==> src/rtl/vending_machine_param.sv <==
// Parametrised multi-item vending controller: coin credit, selection, cancel/refund and coin-by-coin change.
// Define VENDING_AUDIT_EN to build the saturating sales_total accumulator; otherwise sales_total is tied to 0.
module vending_machine_param #(
  parameter int NUM_ITEMS = 4,
  parameter int CREDIT_W = 8,
  parameter logic [NUM_ITEMS*CREDIT_W-1:0] PRICE_LIST = 32'h19140F0A,
  parameter int COIN1 = 5,
  parameter int COIN2 = 10,
  parameter int COIN3 = 20,
  parameter int MAX_CREDIT = 100,
  parameter int STOCK_W = 4,
  parameter int STOCK_INIT = 8,
  localparam int ITEM_W = (NUM_ITEMS > 1) ? $clog2(NUM_ITEMS) : 1
) (
  input  logic                 clk,
  input  logic                 rst,
  input  logic [1:0]           in,
  input  logic                 sel_valid,
  input  logic [ITEM_W-1:0]    sel,
  input  logic                 cancel,
  input  logic                 restock,
  output logic                 out,
  output logic [ITEM_W-1:0]    out_item,
  output logic [1:0]           change,
  output logic [CREDIT_W-1:0]  credit,
  output logic                 busy,
  output logic                 sel_reject,
  output logic                 coin_reject,
  output logic [NUM_ITEMS-1:0] sold_out,
  output logic [15:0]          sales_total
);

  localparam logic [CREDIT_W-1:0] C1 = COIN1[CREDIT_W-1:0];
  localparam logic [CREDIT_W-1:0] C2 = COIN2[CREDIT_W-1:0];
  localparam logic [CREDIT_W-1:0] C3 = COIN3[CREDIT_W-1:0];
  localparam logic [CREDIT_W:0]   MAX_C = MAX_CREDIT[CREDIT_W:0];
  localparam logic [ITEM_W:0]     NUM_ITEMS_L = NUM_ITEMS[ITEM_W:0];
  localparam logic [STOCK_W-1:0]  STOCK_INIT_L = STOCK_INIT[STOCK_W-1:0];

  typedef enum logic [1:0] {IDLE, CREDIT, VEND, CHANGE} state_t;

  state_t               state_reg, state_next;
  logic [CREDIT_W-1:0]  credit_reg, credit_next;
  logic                 out_reg, out_next;
  logic [ITEM_W-1:0]    out_item_reg, out_item_next;
  logic [1:0]           change_reg, change_next;
  logic                 sel_reject_reg, sel_reject_next;
  logic                 coin_reject_reg, coin_reject_next;
  logic [STOCK_W-1:0]   stock_reg [NUM_ITEMS];
  logic [STOCK_W-1:0]   stock_next [NUM_ITEMS];
  logic [CREDIT_W-1:0]  price [NUM_ITEMS];

  logic [CREDIT_W:0]    coin_val;
  logic [CREDIT_W:0]    credit_sum;
  logic [ITEM_W-1:0]    sel_idx;
  logic                 sel_ok;
  logic [1:0]           pay_code;
  logic [CREDIT_W-1:0]  pay_val;

  generate
    for (genvar gi = 0; gi < NUM_ITEMS; gi++) begin : g_item
      assign price[gi]    = PRICE_LIST[gi*CREDIT_W +: CREDIT_W];
      assign sold_out[gi] = (stock_reg[gi] == '0);
    end
  endgenerate

  always_comb begin
    coin_val = '0;
    case (in)
      2'b01:   coin_val = {1'b0, C1};
      2'b10:   coin_val = {1'b0, C2};
      2'b11:   coin_val = {1'b0, C3};
      default: coin_val = '0;
    endcase
  end

  assign credit_sum = {1'b0, credit_reg} + coin_val;
  assign sel_idx    = ({1'b0, sel} < NUM_ITEMS_L) ? sel : '0;
  assign sel_ok     = ({1'b0, sel} < NUM_ITEMS_L) && (credit_reg >= price[sel_idx])
                      && (stock_reg[sel_idx] != '0);

  // Largest coin that fits; a sub-COIN1 remainder is paid as "nothing" and simply cleared.
  always_comb begin
    pay_code = 2'b00;
    pay_val  = credit_reg;
    if (credit_reg >= C3) begin
      pay_code = 2'b11;
      pay_val  = C3;
    end else if (credit_reg >= C2) begin
      pay_code = 2'b10;
      pay_val  = C2;
    end else if (credit_reg >= C1) begin
      pay_code = 2'b01;
      pay_val  = C1;
    end
  end

  always_comb begin
    state_next       = state_reg;
    credit_next      = credit_reg;
    out_next         = 1'b0;
    out_item_next    = '0;
    change_next      = 2'b00;
    sel_reject_next  = 1'b0;
    coin_reject_next = 1'b0;
    for (int i = 0; i < NUM_ITEMS; i++) stock_next[i] = stock_reg[i];

    case (state_reg)
      IDLE, CREDIT: begin
        if (cancel) begin
          coin_reject_next = |in;
          if (state_reg == CREDIT) begin
            change_next = pay_code;
            credit_next = credit_reg - pay_val;
            state_next  = (pay_code != 2'b00) ? CHANGE : IDLE;
          end
        end else if (sel_valid) begin
          coin_reject_next = |in;
          if (sel_ok) begin
            out_next            = 1'b1;
            out_item_next       = sel_idx;
            credit_next         = credit_reg - price[sel_idx];
            stock_next[sel_idx] = stock_reg[sel_idx] - STOCK_W'(1);
            state_next          = VEND;
          end else begin
            sel_reject_next = 1'b1;
          end
        end else if (in != 2'b00) begin
          if (credit_sum > MAX_C) begin
            coin_reject_next = 1'b1;
          end else begin
            credit_next = credit_sum[CREDIT_W-1:0];
            state_next  = CREDIT;
          end
        end
        if (restock && state_reg == IDLE) begin
          for (int i = 0; i < NUM_ITEMS; i++) stock_next[i] = STOCK_INIT_L;
        end
      end
      VEND, CHANGE: begin
        // Paying out with zero credit left drives no coin and ends the sequence.
        coin_reject_next = |in;
        change_next      = pay_code;
        credit_next      = credit_reg - pay_val;
        state_next       = (pay_code != 2'b00) ? CHANGE : IDLE;
      end
      default: state_next = IDLE;
    endcase
  end

  always_ff @(posedge clk) begin
    if (rst) begin
      state_reg       <= IDLE;
      credit_reg      <= '0;
      out_reg         <= 1'b0;
      out_item_reg    <= '0;
      change_reg      <= 2'b00;
      sel_reject_reg  <= 1'b0;
      coin_reject_reg <= 1'b0;
      for (int i = 0; i < NUM_ITEMS; i++) stock_reg[i] <= STOCK_INIT_L;
    end else begin
      state_reg       <= state_next;
      credit_reg      <= credit_next;
      out_reg         <= out_next;
      out_item_reg    <= out_item_next;
      change_reg      <= change_next;
      sel_reject_reg  <= sel_reject_next;
      coin_reject_reg <= coin_reject_next;
      for (int i = 0; i < NUM_ITEMS; i++) stock_reg[i] <= stock_next[i];
    end
  end

  assign out         = out_reg;
  assign out_item    = out_item_reg;
  assign change      = change_reg;
  assign credit      = credit_reg;
  assign sel_reject  = sel_reject_reg;
  assign coin_reject = coin_reject_reg;
  assign busy        = (state_reg == VEND) || (state_reg == CHANGE);

`ifdef VENDING_AUDIT_EN
  logic [15:0] sales_reg;
  logic [16:0] sales_sum;

  assign sales_sum = {1'b0, sales_reg} + {{(17-CREDIT_W){1'b0}}, price[out_item_reg]};

  always_ff @(posedge clk) begin
    if (rst) begin
      sales_reg <= '0;
    end else if (out_reg) begin
      sales_reg <= sales_sum[16] ? 16'hFFFF : sales_sum[15:0];
    end
  end

  assign sales_total = sales_reg;
`else
  assign sales_total = '0;
`endif

endmodule

==> config.mk <==
export PLATFORM = sky130hd
export DESIGN_NAME = vending_machine_param
export DESIGN_NICKNAME = d
export VERILOG_FILES = /design/src/rtl/vending_machine_param.sv
export SDC_FILE = /design/constraint.sdc
export NUM_CORES = 1
export LEC_CHECK = 0
export ABC_AREA = 0
export BUFFER_PORTS_ARGS = -buffer_cell sky130_fd_sc_hd__buf_2
export CAP_MARGIN = 20
export CORE_MARGIN = 5
export CORE_UTILIZATION = 35
export DETAILED_ROUTE_END_ITERATION = 16
export PLACE_DENSITY_LB_ADDON = 0.15
export SLEW_MARGIN = 20
export SYNTH_ARGS = -nofsm -noshare
export SYNTH_HDL_FRONTEND = slang
export SYNTH_SLANG_ARGS = --single-unit
==> constraint.sdc <==
create_clock -name clk -period 6.57 [get_ports clk]
set_input_delay 0.657 -clock clk [delete_from_list [all_inputs] [get_ports clk]]
set_output_delay 0.657 -clock clk [all_outputs]
set_load 0.02 [all_outputs]
==> results.md <==
- R2r setup slk: slightly above 3000 ps
- Final hold slack: roughly 480 ps
- DR iter-0 viols: between 100 and 150
- Antenna viol nets, final: 0
- Clock transition at path regs: around 80 ps
- Sequential element share of the synthesized area: a little under a quarter
- DR vias: about 2400
- Area growth syn-to-layout: 8.94%
- Post-CTS setup buffer count: 0
- CTS max path bufs: 2
- Core box area: between 7000 and 8000 sq um
- Minimum clock period: approximately 3500 ps
- Gate Count Post-Synth: between 300 and 400
- Worst Setup End Kind: register
- Tcrit/Tclk final: a little over half
- Dpl cells: about 460
- Reported max-cap violation count: 0
- Reg2reg start: credit[3]
- Worst reg2reg path endpoint: credit[6]
- # rows: 32
- Total Die Area: between 9000 and 10000 sq um
- Antenna violations before repair: 0
- Nets: around 400
- Clk_lat worst skew: 290 ps
- Avg WL per Cell: 15.7 um
- VDD IR max: between 0.1 and 0.15 mV
- Cell Count, Final, Fillers Out: between 400 and 500
- Via/cell ratio: roughly 5.2
- # DRC: 0
- Worst setup SP type: primary input
- Drt pass-1 iters: 4
- Placer Congestion: around 0.80
- Total CTS buffers: 5
- H-tree depth: 2
- Async set-reset flop share out of synthesis: 0%
- Warnings, synthesis: 0
- Status: complete, no violations
- TNS Setup: 0 ps
- DP HPWL: between 5 and 6 mm
- Global-route wire length before repair: 12.1 mm
- EDFF count, synth: 0
- HP Start: state_reg[0]
- CTS tree: built
- Crit Path Category: primary input to register
- Clk root buf: clkbuf_8
- Die width: 99.4 um
- Crit path DAT: between 3000 and 4000 ps
- CP Data Required Time: a little under 7000 ps
- Post-synth top flop: dfxtp_1
- F_max: 283 MHz
- Final wirelength: roughly 7.4 mm
- Largest register FFs: 16
- Sink Count: 33
- Avg Cell Area, Syn: approximately 8 sq um
- Worst Path Max Fanout: 16
- Hold path cells: 2
- Yosys reg bits: 33
- Headroom to the max-slew limit: 47.1%
- Worst slew pin tran: around 790 ps
- Final core utilization: between 30% and 40%
- Pleak: approximately 1.3 nW
- Tot Pwr: approximately 1.3 mW
- R2r worst-path depth: 14
- Port buffer count: 28
- Area contributors post-synth: dfxtp_1, ha_1, a21oi_1
- Setup violators final: 0
- RSZ-0062 raised after global routing: no
- Cts repair resizes: 0
- Cell Area, Synth: about 2800 sq um
- Area leader, netlist: dfxtp_1
- Hold crit path type: register to register
- Clock Skews: 10.4 ps
- Fin. Hold Viols: 0
- Cell area power density: approximately 440 nW/um^2
- CTS Hold Buffers Added: 0
- Die height: roughly 99 um
- I/O pin count: 45
- Slew Viols, Final: 0
- Cell variety after synth: 60
- Overflow after GRT: 0
- Largest net degree at the start of global routing: 25
- GRT Total Usage: approximately 15%
- Most frequent cells in the layout: nor2_1, a21oi_1, dfxtp_1
- Area share of the largest cell type after synthesis: 23.6%
- Vias in the first global route: roughly 2400
- Share of layout cells above drive strength 1: around 15%
- Initial Util: 36.0%
- WHS Endpoint: state_reg[0]
- Commonest non-fill, non-tap cell in the layout: nor2_1
- Number of diodes: 0
## critical path, cell delays in order
cell and delay (ps):
buf_2 250, inv_1 150, ha_1 290, inv_1 40, ha_1 340, a21oi_1 110, o21ai_1 290, o32ai_4 180
a32oi_1 420, a21boi_4 270, o21ai_4 180, a41oi_2 200, mux2_1 340
## area by class of cell
cell class | count | area, sq um
Fill cell | 818 | 4720
Multi-Input combinational cell | 283 | 1940
Sequential cell | 33 | 661
Timing Repair Buffer | 28 | 140
Tap cell | 102 | 128
Clock buffer | 5 | 68.8
Inverter | 16 | 60.1
Clock inverter | 3 | 46.3
## stage by stage
stage / setup slack, ps / cell area, sq um
floorplan: 3410 / 2860
global placement: 2850 / 2930
detailed placement: 2770 / 2930
CTS: 3040 / 3050
global route: 2770 / 3050
finish: 3040 / 3050
## how the worst max path moves through the flow
stage | endpoint | slack, ps | startpoint | cells after the start
4_1_cts | credit[6] | 3040 | credit[3] | 14
2_1_floorplan | credit[6] | 3410 | credit[1] | 15
3_3_place_gp | credit[7] | 2850 | sel[1] | 13
3_5_place_dp | credit[7] | 2770 | sel[1] | 13
5_1_grt | credit[6] | 2770 | credit[3] | 14
6_report | credit[7] | 3040 | sel[1] | 13
## cells in the mapped netlist (all sizes together), types with 3 or more instances
library cell and n:
clkbuf 11, nor3 13, a21o 5, a211o 6, buf 20, mux2i 7, nor3b 3, dfxtp 33
inv 16, nand2b 9, a211oi 4, nor2b 6, o21ai 19, ha 23, nor4 6, xor2 6
o21bai 3, o21a 4, nand2 24, a21oi 35, and3 3, xnor2 7, mux4 3, o31ai 5
or2 4, nor2 40, o32ai 3, nand4 3
## per-layer routing
metal	global-route usage, %	share of wire (%)
met1	21.5	47
met2	23.3	46
met3	2.24	5.4
met4	5.46	1.5
met5	0	0
## power by group
part | switching, mW | internal, mW | total [mW]
Combinational | 0.461 | 0.347 | 0.809
Sequential | 0.0846 | 0.242 | 0.327
Clock | 0.0843 | 0.114 | 0.198
## logic make-up after synthesis
logic type,count (synthesis),share of synthesized area (%)
AO/OA/AOI/OAI,96,24.8
XOR/XNOR,13,4.07
adder cells (fa/ha/maj),26,12.1
buffers and inverters,47,9.26
flip-flops,33,23.6
multiplexers,12,5.72
other,2,0.268
AND/OR/NAND/NOR,117,20.2
Power figures use the tool's default switching activity.
